--- src/rtl/arbitre_additionneur_16bit_pkg.sv ---
// Shared definitions for the arbitrated 16-bit adder: state encodings,
// operand width, saturation value and the saturation helper.
package arbitre_additionneur_16bit_pkg;

    localparam int OP_W = 16;

    localparam logic [1:0] ETAT_IDLE = 2'd0;
    localparam logic [1:0] ETAT_CALC = 2'd1;
    localparam logic [1:0] ETAT_RESP = 2'd2;

    localparam logic [OP_W-1:0] SAT_VALUE = 16'hFFFF;

    typedef enum logic [1:0] {
        ST_IDLE = ETAT_IDLE,
        ST_CALC = ETAT_CALC,
        ST_RESP = ETAT_RESP
    } etat_t;

    // Clamp a sum to the saturation value when the adder overflowed.
    function automatic logic [OP_W-1:0] saturer(input logic [OP_W-1:0] s_in,
                                                 input logic            rout_in);
        if (rout_in) begin
            return SAT_VALUE;
        end else begin
            return s_in;
        end
    endfunction

endpackage

--- src/rtl/additionneur_16bit.sv ---
// 16-bit unsigned ripple-carry adder: {rout, s} = a + b + rin, built from
// explicit full-adder cells.
module additionneur_16bit
    import arbitre_additionneur_16bit_pkg::*;
(
    input  logic [OP_W-1:0] a,
    input  logic [OP_W-1:0] b,
    input  logic            rin,
    output logic [OP_W-1:0] s,
    output logic            rout
);

    logic [OP_W:0] carry_s;

    assign carry_s[0] = rin;

    for (genvar gi = 0; gi < OP_W; gi++) begin : g_fa
        // One full-adder cell per bit; carry ripples upwards.
        assign s[gi]           = a[gi] ^ b[gi] ^ carry_s[gi];
        assign carry_s[gi + 1] = (a[gi] & b[gi]) | (carry_s[gi] & (a[gi] ^ b[gi]));
    end

    assign rout = carry_s[OP_W];

endmodule

--- src/rtl/arbitre_rr.sv ---
// Combinational round-robin picker: selects the first set req_valid bit at
// or after rr_ptr, wrapping modulo N_REQ.
module arbitre_rr #(
    parameter int N_REQ = 4,
    parameter int ID_W  = 2
) (
    input  logic [N_REQ-1:0] req_valid,
    input  logic [ID_W-1:0]  rr_ptr,
    output logic [N_REQ-1:0] grant,
    output logic [ID_W-1:0]  grant_idx,
    output logic             any_valid
);

    logic [ID_W:0]   sum_s;
    logic [ID_W-1:0] pos_s;

    // Scan requesters starting at rr_ptr and keep the first one found.
    always_comb begin
        grant     = '0;
        grant_idx = '0;
        any_valid = 1'b0;
        sum_s     = '0;
        pos_s     = '0;
        for (int i = 0; i < N_REQ; i++) begin
            sum_s = {1'b0, rr_ptr} + (ID_W + 1)'(i);
            if (sum_s >= (ID_W + 1)'(N_REQ)) begin
                sum_s = sum_s - (ID_W + 1)'(N_REQ);
            end else begin
                sum_s = sum_s;
            end
            pos_s = sum_s[ID_W-1:0];
            if (!any_valid && req_valid[pos_s]) begin
                grant_idx = pos_s;
                any_valid = 1'b1;
            end else begin
                any_valid = any_valid;
            end
        end
        grant[grant_idx] = any_valid;
    end

endmodule

--- src/rtl/arbitre_additionneur_16bit.sv ---
// Round-robin arbiter sharing one additionneur_16bit between N_REQ
// requesters. Operands are registered on grant, added during CALC, and the
// result is held in RESP until the consumer accepts it.
// Optional build macro: ARBITRE_SATURATION_EN clamps rsp_s to 16'hFFFF on
// carry-out (rsp_rout still reports the carry).
module arbitre_additionneur_16bit
    import arbitre_additionneur_16bit_pkg::*;
#(
    parameter int N_REQ = 4,
    parameter int ID_W  = 2
) (
    input  logic                  clk,
    input  logic                  rst_n,
    input  logic [N_REQ-1:0]      req_valid,
    input  logic [OP_W*N_REQ-1:0] req_a,
    input  logic [OP_W*N_REQ-1:0] req_b,
    input  logic [N_REQ-1:0]      req_rin,
    output logic [N_REQ-1:0]      req_ready,
    output logic                  rsp_valid,
    input  logic                  rsp_ready,
    output logic [ID_W-1:0]       rsp_id,
    output logic [OP_W-1:0]       rsp_s,
    output logic                  rsp_rout,
    output logic                  busy,
    output logic [15:0]           nb_ops
);

    etat_t           state_r;
    etat_t           state_nx_s;

    logic [N_REQ-1:0] grant_s;
    logic [ID_W-1:0]  grant_idx_s;
    logic             any_valid_s;
    logic [ID_W-1:0]  rr_ptr_r;
    logic [ID_W-1:0]  rr_ptr_nx_s;

    logic [OP_W-1:0]  a_slot_s [N_REQ];
    logic [OP_W-1:0]  b_slot_s [N_REQ];

    logic [OP_W-1:0]  op_a_r;
    logic [OP_W-1:0]  op_b_r;
    logic             op_rin_r;
    logic [ID_W-1:0]  id_r;

    logic [OP_W-1:0]  add_s_s;
    logic             add_rout_s;
    logic [OP_W-1:0]  sum_sel_s;

    logic             req_fire_s;
    logic             calc_done_s;
    logic             rsp_fire_s;

    logic             rsp_valid_r;
    logic [ID_W-1:0]  rsp_id_r;
    logic [OP_W-1:0]  rsp_s_r;
    logic             rsp_rout_r;
    logic             busy_r;
    logic [15:0]      nb_ops_r;

    // Unpack the per-requester operand buses into indexable slots.
    for (genvar gi = 0; gi < N_REQ; gi++) begin : g_slot
        assign a_slot_s[gi] = req_a[OP_W*gi +: OP_W];
        assign b_slot_s[gi] = req_b[OP_W*gi +: OP_W];
    end

    arbitre_rr #(
        .N_REQ (N_REQ),
        .ID_W  (ID_W)
    ) u_rr (
        .req_valid (req_valid),
        .rr_ptr    (rr_ptr_r),
        .grant     (grant_s),
        .grant_idx (grant_idx_s),
        .any_valid (any_valid_s)
    );

    additionneur_16bit u_add (
        .a    (op_a_r),
        .b    (op_b_r),
        .rin  (op_rin_r),
        .s    (add_s_s),
        .rout (add_rout_s)
    );

    // Select raw or saturated sum for the response register.
    always_comb begin
        sum_sel_s = add_s_s;
`ifdef ARBITRE_SATURATION_EN
        sum_sel_s = saturer(add_s_s, add_rout_s);
`else
        sum_sel_s = add_s_s;
`endif
    end

    // Grant is visible only in IDLE and never while reset is asserted.
    always_comb begin
        req_ready = '0;
        if (rst_n && (state_r == ST_IDLE)) begin
            req_ready = grant_s;
        end else begin
            req_ready = '0;
        end
    end

    // Pointer advances to the requester after the one just granted.
    always_comb begin
        rr_ptr_nx_s = '0;
        if (grant_idx_s == ID_W'(N_REQ - 1)) begin
            rr_ptr_nx_s = '0;
        end else begin
            rr_ptr_nx_s = grant_idx_s + 1'b1;
        end
    end

    // Next-state logic and the one-cycle strobes that drive the registers.
    always_comb begin
        state_nx_s  = state_r;
        req_fire_s  = 1'b0;
        calc_done_s = 1'b0;
        rsp_fire_s  = 1'b0;
        case (state_r)
            ST_IDLE: begin
                if (any_valid_s) begin
                    state_nx_s = ST_CALC;
                    req_fire_s = 1'b1;
                end else begin
                    state_nx_s = ST_IDLE;
                end
            end
            ST_CALC: begin
                state_nx_s  = ST_RESP;
                calc_done_s = 1'b1;
            end
            ST_RESP: begin
                if (rsp_ready) begin
                    state_nx_s = ST_IDLE;
                    rsp_fire_s = 1'b1;
                end else begin
                    state_nx_s = ST_RESP;
                end
            end
            default: begin
                state_nx_s = ST_IDLE;
            end
        endcase
    end

    // State register.
    always_ff @(posedge clk or negedge rst_n) begin
        if (!rst_n) begin
            state_r <= ST_IDLE;
        end else begin
            state_r <= state_nx_s;
        end
    end

    // Capture the granted requester's operands and advance the pointer.
    always_ff @(posedge clk or negedge rst_n) begin
        if (!rst_n) begin
            op_a_r   <= 16'h0000;
            op_b_r   <= 16'h0000;
            op_rin_r <= 1'b0;
            id_r     <= '0;
            rr_ptr_r <= '0;
        end else if (req_fire_s) begin
            op_a_r   <= a_slot_s[grant_idx_s];
            op_b_r   <= b_slot_s[grant_idx_s];
            op_rin_r <= req_rin[grant_idx_s];
            id_r     <= grant_idx_s;
            rr_ptr_r <= rr_ptr_nx_s;
        end
    end

    // Response registers: loaded at the end of CALC, frozen until accepted.
    always_ff @(posedge clk or negedge rst_n) begin
        if (!rst_n) begin
            rsp_valid_r <= 1'b0;
            rsp_id_r    <= '0;
            rsp_s_r     <= 16'h0000;
            rsp_rout_r  <= 1'b0;
        end else if (calc_done_s) begin
            rsp_valid_r <= 1'b1;
            rsp_id_r    <= id_r;
            rsp_s_r     <= sum_sel_s;
            rsp_rout_r  <= add_rout_s;
        end else if (rsp_fire_s) begin
            rsp_valid_r <= 1'b0;
        end
    end

    // Busy flag tracks the state the FSM is about to enter.
    always_ff @(posedge clk or negedge rst_n) begin
        if (!rst_n) begin
            busy_r <= 1'b0;
        end else begin
            busy_r <= (state_nx_s != ST_IDLE);
        end
    end

    // Completed-response counter, wrapping naturally at 16 bits.
    always_ff @(posedge clk or negedge rst_n) begin
        if (!rst_n) begin
            nb_ops_r <= 16'h0000;
        end else if (rsp_fire_s) begin
            nb_ops_r <= nb_ops_r + 16'h0001;
        end else begin
            nb_ops_r <= nb_ops_r;
        end
    end

    assign rsp_valid = rsp_valid_r;
    assign rsp_id    = rsp_id_r;
    assign rsp_s     = rsp_s_r;
    assign rsp_rout  = rsp_rout_r;
    assign busy      = busy_r;
    assign nb_ops    = nb_ops_r;

endmodule
--- config.mk ---
export PLATFORM = sky130hd
export DESIGN_NAME = arbitre_additionneur_16bit
export DESIGN_NICKNAME = d
export VERILOG_FILES = /design/src/rtl/arbitre_additionneur_16bit_pkg.sv /design/src/rtl/additionneur_16bit.sv /design/src/rtl/arbitre_rr.sv /design/src/rtl/arbitre_additionneur_16bit.sv
export SDC_FILE = /design/constraint.sdc
export NUM_CORES = 1
export LEC_CHECK = 0
export CORE_MARGIN = 2
export CORE_UTILIZATION = 47
export DETAILED_ROUTE_END_ITERATION = 16
export GPL_ROUTABILITY_DRIVEN = 0
export MAX_ROUTING_LAYER = met4
export PLACE_DENSITY_LB_ADDON = 0.25
export SETUP_SLACK_MARGIN = 0.05
export SYNTH_ARGS = -nofsm -noshare
export SYNTH_HDL_FRONTEND = slang
export SYNTH_HIERARCHICAL = 1
export SYNTH_SLANG_ARGS = --single-unit
export TNS_END_PERCENT = 50
--- constraint.sdc ---
create_clock -name clk -period 15.2 [get_ports clk]
set_clock_uncertainty 0.15 [all_clocks]
set_input_delay 3.04 -clock clk [delete_from_list [all_inputs] [get_ports clk]]
set_output_delay 3.04 -clock clk [all_outputs]
set_load 0.005 [all_outputs]
==> flow_summary.ini, run 1 <==
[setup_path]
critPathSlowestCell = clkdlybuf4s50_1
crit_arrival_ns = 4.72
cp-end-kind = primary output
crit_top_cell = clkdlybuf4s50_1
crit_required_ns = 12.01
slowest_delay_ns = 0.53
cpLargestDelayFamily = buffers and inverters
critical_path.cell_chain = clkdlybuf4s50_1 > nand2b_2 > a21oi_2 > a211oi_1 > and3_1 > clkdlybuf4s50_1
worst-setup-path-type = input port to primary output
cp_num_buf_inv = 2
crit_fanout = 7
start_kind = input port

[global_routing]
grt_use_met3_pct = 4.30
grt_max_degree = 81
grt_use_total_pct = 22.2
antenna_found_initial = 0
grt_overflow = 0
top_usage_layer = met2
grt_pass1_wl_um = 17000
grt_pass1_vias = 3663
grt_util_met1_pct = 26.0
use_met2_pct = 38.3

[power_and_ir_drop]
total_power_mw = 1.02
irDropWorstVdd_mv = 0.0665
leakage_nw = 2.86
powerDensity_nw_per_um2 = 159

[final_layout]
nets = 704
finalNonFillerCells = 663
n_fill_cell = 691
multiInputGateArea_um2 = 2350
drive_above_1_share_pct = 12.0
synthToLayoutAreaGrowth_pct = 45.2
insertedDiodeCount = 0
seq_area_um2 = 1900

[synth]
synth_cells = 375
avgSynthCellArea_um2 = 11.8
synth_area_um2 = 4430
synth.area.top_cells = dfrtp_1, mux4_1, nand2_1
async_reset_ff_share_pct = 100
synth_cell_types = 40
yosys_warnings = 6
synthMostInstantiatedCell = nand2_1
ys_seq_area_share_pct = 42.9
synth_nets = 532
synth.largest_area_cell = dfrtp_1
synth_seq_cells = 76
synth_ff_type = dfrtp_1
yosys-top-cells-count = nand2_1, dfrtp_1, mux2_2
synth_edf_count = 0
netlist.area_leader.share_pct = 42.9

[floorplan]
die_x_um = 101
start_util_pct = 48.2
core_um2 = 9200
num_io_pins = 180
fp-row-count = 35
die_h_um = 101
dieArea_um2 = 10200

[detailed_routing]
ant_nets = 0
drt-initial-drc-count = 122
wl_per_cell_um = 15.8
drc = 0
vias = 3504
drtPass1Iterations = 4
via_per_inst = 5.29
totalWireLength_um = 10500

[timing]
hold_viol_final = 0
setup_slack_ns = 7.29
worstMarginPinSlew_ns = 1.10
final_max_slew_viol_count = 0
max_freq_mhz = 126
fin_crit_ns = 7.91
period_share_pct = 52.0
max_slew_margin_pct = 26.5
setup_violations = 0
rsz0062_at_grt = no
tns_ns = 0

[placement]
dp_cells = 647
pre_cts_ws_ns = 7.31
io_buffers = 179
dp_hpwl_um = 7940

[cts]
post_cts_buffers = 0
post_cts_resized = 0
cts-hold-fix-buffers = 0
clk_pin_slew_ns = 0.08
htreeDepth = 3
clock-sinks = 76
root_buffer = clkbuf_8
numCtsBuffers = 9
cts_tree = yes
clk_latency_ns = 0.34
clockBufferDepth = 2

[status]
status = completed

[run]
drv_cap = 0

[hold_path]
hold_class = register to register
## power breakdown
group	internal, mW	switching, mW	total, mW
clock network	0.0583	0.0746	0.133
registers	0.292	0.0724	0.365
logic	0.292	0.235	0.527
total	0.643	0.382	1.02
## per-stage QoR
stage | area, um^2 | hold WS [ns] | util (%)
global route | 6430 | 0.336 | 70.0
finish | 6430 | 0.316 | 70.0
detailed placement | 6270 | 0.307 | 68.1
CTS | 6430 | 0.322 | 70.0
global placement | 6270 | 0.303 | 68.1
floorplan | 4430 | 0.290 | -
## logic make-up (layout without fill, tap and decap cells)
group,after synthesis,count (layout),synth area share (%)
AND/OR/NAND/NOR,159,159,16.0
flip-flops,76,76,42.9
multiplexers,53,53,23.4
buffers and inverters,39,216,4.55
adder cells (fa/ha/maj),18,18,7.79
AO/OA/AOI/OAI,15,15,2.40
XOR/XNOR,15,15,2.96
## layout by cell type, fill, tap and decap left out, types with 8 or more instances in the layout
cell	count
clkdlybuf4s50_1	178
nand2_1	117
dfrtp_1	76
mux2_2	20
inv_1	18
mux4_1	18
fa_1	16
mux4_2	15
nor2_1	10
clkbuf_8	9
xor2_1	8
## flip-flops by register name (all words and copies together) (netlist names), 2 cells and up
name and count:
nb_ops 16, op_a_r 16, op_b_r 16, rsp_s 16, id_r 2, rr_ptr_r 2, rsp_id 2, state_r 2
## final cells by class
class	count	share of cell area, %
Clock buffer	9	1.93
Clock inverter	7	0.681
Inverter	19	1.11
Multi-Input combinational cell	260	36.5
Sequential cell	76	29.6
Tap cell	111	2.16
Timing Repair Buffer	181	28.0
## path summary, 6_finish.rpt
kind	from	endpoint	slack, ns	cells after the start
worst max-delay path	req_valid[0]	req_ready[3]	7.29	6
max in group asynchronous	rst_n	rsp_s[7]	11.58	1
worst min register to register	nb_ops[15]	nb_ops[15]	0.32	1
min in group asynchronous	rst_n	rr_ptr_r[0]	2.70	1
worst max register to register	op_a_r[0]	rsp_s[15]	7.97	21
worst min-delay path	nb_ops[15]	nb_ops[15]	0.32	1
## worst reg2reg max path, cell delays in order (launching register included)
cell and delay [ns]:
dfrtp_1 0.41, fa_1 0.43, inv_1 0.09, fa_1 0.16, inv_1 0.05, fa_1 0.38
fa_1 0.39, fa_1 0.39, fa_1 0.42, fa_1 0.42, fa_1 0.41, fa_1 0.42
fa_1 0.42, fa_1 0.42, fa_1 0.42, fa_1 0.39, fa_1 0.39, fa_1 0.37
inv_1 0.08, fa_1 0.40, inv_1 0.06, mux2_2 0.13
## routing by layer
layer	up-vias	part of all wire, %
met5	-	0
met4	0	2.3
met3	19	5.0
met2	137	52
met1	1711	41
li1	1637	-
Power figures use the tool's default switching activity.
==> run 2, diff against run 1 <==
--- a/config.mk
+++ b/config.mk
@@ -6,7 +6,7 @@
 export NUM_CORES = 1
 export LEC_CHECK = 0
 export CORE_MARGIN = 2
-export CORE_UTILIZATION = 47
+export CORE_UTILIZATION = 44
 export DETAILED_ROUTE_END_ITERATION = 16
 export GPL_ROUTABILITY_DRIVEN = 0
 export MAX_ROUTING_LAYER = met4
==> constraint.sdc (replaced) <==
create_clock -name clk -period 7.3 [get_ports clk]
set_clock_uncertainty 0.15 [all_clocks]
set_input_delay 1.46 -clock clk [delete_from_list [all_inputs] [get_ports clk]]
set_output_delay 1.46 -clock clk [all_outputs]
set_load 0.005 [all_outputs]
==> run 2 against run 1 <==
Compared with the run above:
- critical path depth up 15
- highest routed layer unchanged
- first-iteration DRC count decreased by 31%
- design area rose by 1.1%
- combinational power increased by 110%
- global-route usage fell by 2.2 points
- sequential cell count unchanged
- critical endpoint is now rsp_s[15]
- count of clock-buffer cells in the layout up 2
==> flow_summary.ini, run 2 (synthesis results as in run 1) <==
[setup_path]
critPathSlowestCell = fa_1
cp-end-kind = register
cp_num_buf_inv = 4
crit_fanout = 2
crit_top_cell = fa_1
crit_arrival_ns = 7.07
crit_required_ns = 7.43
worst-setup-path-type = register to register
start_kind = register
slowest_delay_ns = 0.42
critical_path.cell_chain = fa_1 > inv_1 > fa_1 > inv_1 > fa_1 > fa_1 > fa_1 > fa_2 > fa_1 > fa_1 > fa_1 > fa_2 > fa_1 > fa_1 > fa_2 > fa_1 > fa_1 > inv_1 > fa_1 > inv_1 > mux2_2
r2r_start = op_a_r[0]
ff2ff_setup_slack_ns = 0.36
r2r_end = rsp_s[15]
cpLargestDelayFamily = adder cells
reg2reg_depth = 21

[timing]
max_freq_mhz = 144
period_share_pct = 95.0
tns_ns = 0
setup_violations = 0
max_slew_margin_pct = 30.4
rsz0062_at_grt = no
fin_crit_ns = 6.94
final_max_slew_viol_count = 0
setup_slack_ns = 0.364
worstMarginPinSlew_ns = 1.04
hold_viol_final = 0

[run]
drv_cap = 0

[power_and_ir_drop]
powerDensity_nw_per_um2 = 336
irDropWorstVdd_mv = 0.126
total_power_mw = 2.18
leakage_nw = 2.87

[cts]
clk_latency_ns = 0.34
clk_pin_slew_ns = 0.08
post_cts_resized = 0
htreeDepth = 3
numCtsBuffers = 9
clock-sinks = 76
post_cts_buffers = 0
root_buffer = clkbuf_8
clockBufferDepth = 2
cts-hold-fix-buffers = 0
cts_tree = yes

[final_layout]
insertedDiodeCount = 0
synthToLayoutAreaGrowth_pct = 46.7
stdcell_area_um2 = 6500
nets = 704
finalNonFillerCells = 685
mostFrequentLayoutCells = clkdlybuf4s50_1, nand2_1, dfrtp_1, mux2_2
layout_commonest_cell = clkdlybuf4s50_1
drive_above_1_share_pct = 12.3

[floorplan]
die_h_um = 104
num_io_pins = 180
fp-row-count = 36
die_x_um = 104
core_um2 = 9770
dieArea_um2 = 10900
start_util_pct = 45.3

[global_routing]
grt_pass1_vias = 3666
grt_max_degree = 81
antenna_found_initial = 0
grt_overflow = 0
grt_pass1_wl_um = 16900
top_usage_layer = met2
grt_use_total_pct = 20.0
grt_util_met1_pct = 23.6
use_met2_pct = 35.2
grt_use_met3_pct = 3.76

[placement]
pre_cts_ws_ns = 0.226
dp_hpwl_um = 7970
place_area_um2 = 6290
io_buffers = 179
dp_cells = 669

[hold_path]
hold_class = register to register
worstHoldStart = nb_ops[15]
min_to = nb_ops[15]
min_path_cells = 1

[detailed_routing]
ant_nets = 0
wl_per_cell_um = 15.1
drt-initial-drc-count = 84
via_per_inst = 5.01
vias = 3430
drc = 0
totalWireLength_um = 10400
drtPass1Iterations = 4

[status]
status = completed
==> run 2: through the flow <==
step / hold slack (ns) / utilization, %
after floorplan: 0.290 / -
after global placement: 0.303 / 64.4
after detailed placement: 0.312 / 64.4
after CTS: 0.330 / 66.4
after global routing: 0.350 / 66.5
final: 0.322 / 66.5
==> run 2: area by class of cell <==
class                           count  area [um^2]
Inverter                           19         71.3
Multi-Input combinational cell    260         2360
Tap cell                          133          166
Fill cell                         772         3270
Sequential cell                    76         1900
Clock buffer                       11          141
Timing Repair Buffer              181         1800
Clock inverter                      5         60.1
==> run 2: power by group <==
part / switching [mW] / total, mW / internal [mW] / leakage (nW)
clock network: 0.155 / 0.324 / 0.169 / 0.0999
logic: 0.491 / 1.10 / 0.614 / 1.84
registers: 0.148 / 0.757 / 0.609 / 0.932
total: 0.793 / 2.18 / 1.39 / 2.87
==> run 2: metal layers <==
metal	vias up	wire length [um]
met4	0	113
met1	1658	4280
met5	-	0
met2	120	5500
met3	11	480
li1	1641	-
==> run 2: worst max path at each step <==
stage | start | end | slack [ns] | cells after the start
after floorplan | op_a_r[0] | rsp_s[15] | 0.52 | 21
after global placement | op_a_r[0] | rsp_s[15] | 0.27 | 21
after detailed placement | op_a_r[0] | rsp_s[15] | 0.23 | 21
after CTS | op_a_r[0] | rsp_s[15] | 0.21 | 21
after global routing | op_a_r[0] | rsp_s[15] | 0.09 | 21
final | op_a_r[0] | rsp_s[15] | 0.36 | 21
==> run 3, diff against run 2 <==
--- a/config.mk
+++ b/config.mk
@@ -11,7 +11,7 @@
 export GPL_ROUTABILITY_DRIVEN = 0
 export MAX_ROUTING_LAYER = met4
 export PLACE_DENSITY_LB_ADDON = 0.25
-export SETUP_SLACK_MARGIN = 0.05
+export SETUP_SLACK_MARGIN = 0.1
 export SYNTH_ARGS = -nofsm -noshare
 export SYNTH_HDL_FRONTEND = slang
 export SYNTH_HIERARCHICAL = 1
==> run 3 against run 2 <==
Compared with the run above:
- hold slack worse by 0.0010 ns
- sequential share of layout area hardly changed
- first-iteration DRC count is 14% higher
- wire length is 0.20% higher
- highest routed layer unchanged
- sequential power hardly changed
- register-to-register slack better by 0.04 ns
- die area stayed put
- clock power hardly changed
- combinational power hardly changed
- global-route usage stayed put
==> flow_summary.ini, run 3 (synthesis results as in run 1) <==
[status]
status = completed

[cts]
clk_latency_ns = 0.35
htreeDepth = 3
cts-hold-fix-buffers = 0
numCtsBuffers = 9
post_cts_resized = 0
clock-sinks = 76
clk_pin_slew_ns = 0.08
post_cts_buffers = 0
clockBufferDepth = 2
cts_tree = yes
root_buffer = clkbuf_8

[placement]
io_buffers = 179
dp_hpwl_um = 7970
place_area_um2 = 6290

[timing]
worstMarginPinSlew_ns = 1.04
fin_crit_ns = 6.89
hold_viol_final = 0
max_slew_margin_pct = 30.5
tns_ns = 0
max_freq_mhz = 145
final_max_slew_viol_count = 0
period_share_pct = 94.4
rsz0062_at_grt = no
setup_violations = 0

[setup_path]
start_kind = register
worst-setup-path-type = register to register
slowest_delay_ns = 0.42
crit_top_cell = fa_1
crit_required_ns = 7.43
critical_path.cell_chain = fa_1 > inv_1 > fa_1 > inv_1 > fa_1 > fa_1 > fa_1 > fa_2 > fa_1 > fa_1 > fa_1 > fa_2 > fa_1 > fa_2 > fa_2 > fa_1 > fa_1 > inv_1 > fa_1 > inv_1 > mux2_2
crit_arrival_ns = 7.03
critPathSlowestCell = fa_1
crit_fanout = 2
cp-end-kind = register

[global_routing]
antenna_found_initial = 0
grt_pass1_wl_um = 16900
grt_pass1_vias = 3666
grt_max_degree = 81
grt_overflow = 0
grt_use_total_pct = 20.0

[floorplan]
die_x_um = 104
num_io_pins = 180
dieArea_um2 = 10900
die_h_um = 104
core_um2 = 9770
fp-row-count = 36
start_util_pct = 45.3

[detailed_routing]
wl_per_cell_um = 15.2
drtPass1Iterations = 4
ant_nets = 0
drc = 0
via_per_inst = 5.02
totalWireLength_um = 10400
vias = 3439
drt-initial-drc-count = 96

[final_layout]
n_fill_cell = 771
insertedDiodeCount = 0
multiInputGateArea_um2 = 2360
nets = 704
mostFrequentLayoutCells = clkdlybuf4s50_1, nand2_1, dfrtp_1, mux2_2
synthToLayoutAreaGrowth_pct = 46.8
seq_area_um2 = 1900
layout_commonest_cell = clkdlybuf4s50_1
stdcell_area_um2 = 6500
drive_above_1_share_pct = 12.5

[hold_path]
hold_class = register to register

[run]
drv_cap = 0

[power_and_ir_drop]
powerDensity_nw_per_um2 = 336
total_power_mw = 2.19
irDropWorstVdd_mv = 0.126
leakage_nw = 2.87
-- run 3: cell types whose count changed in the layout (fill, tap and decap cells not counted) --
cell	delta
fa_1	-1
fa_2	+1
-- run 3: metrics by stage --
step	setup slack (ns)	utilization (%)	std cells	hold slack (ns)
6_report	0.407	66.6	685	0.321
5_1_grt	0.140	66.6	685	0.350
4_1_cts	0.210	66.4	685	0.330
3_5_place_dp	0.226	64.4	669	0.312
3_3_place_gp	0.274	64.4	669	0.303
2_1_floorplan	0.516	-	375	0.290
-- run 3: where the power goes --
group	switching, mW	leakage, nW	total (mW)	internal [mW]
combinational	0.491	1.84	1.11	0.615
sequential	0.148	0.932	0.757	0.609
clock	0.155	0.0999	0.324	0.169
-- run 3: per-layer routing --
| layer | global-route usage (%) | vias up | wire length, um |
|---|---|---|---|
| li1 | - | 1644 | - |
| met1 | 23.6 | 1667 | 4270 |
| met2 | 35.2 | 121 | 5520 |
| met3 | 3.76 | 7 | 515 |
| met4 | 5.41 | 0 | 89 |
| met5 | - | - | 0 |
-- run 3: area by class of cell --
cell class | instances | area share, %
timing repair buffer | 181 | 27.7
sequential | 76 | 29.2
clock buffer | 11 | 2.17
tap | 133 | 2.56
multi-input combinational | 260 | 36.3
clock inverter | 5 | 0.923
inverter | 19 | 1.10
-- run 3: worst max-delay path, delay by kind of cell, from the launching register on --
kind	cells	cell delay [ns]
fa+ha+maj	16	5.92
buf+inv	4	0.26
flops	1	0.40
mux	1	0.13
-- run 3: worst paths after layout --
kind / slack, ns / end / cells after the start / start
worst max-delay path: 0.41 / rsp_s[15] / 21 / op_a_r[0]
worst min-delay path: 0.32 / nb_ops[15] / 1 / nb_ops[15]
worst max register to register: 0.41 / rsp_s[15] / 21 / op_a_r[0]
worst min register to register: 0.32 / nb_ops[15] / 1 / nb_ops[15]
max in group asynchronous: 5.26 / nb_ops[5] / 1 / rst_n
min in group asynchronous: 1.12 / rr_ptr_r[0] / 1 / rst_n
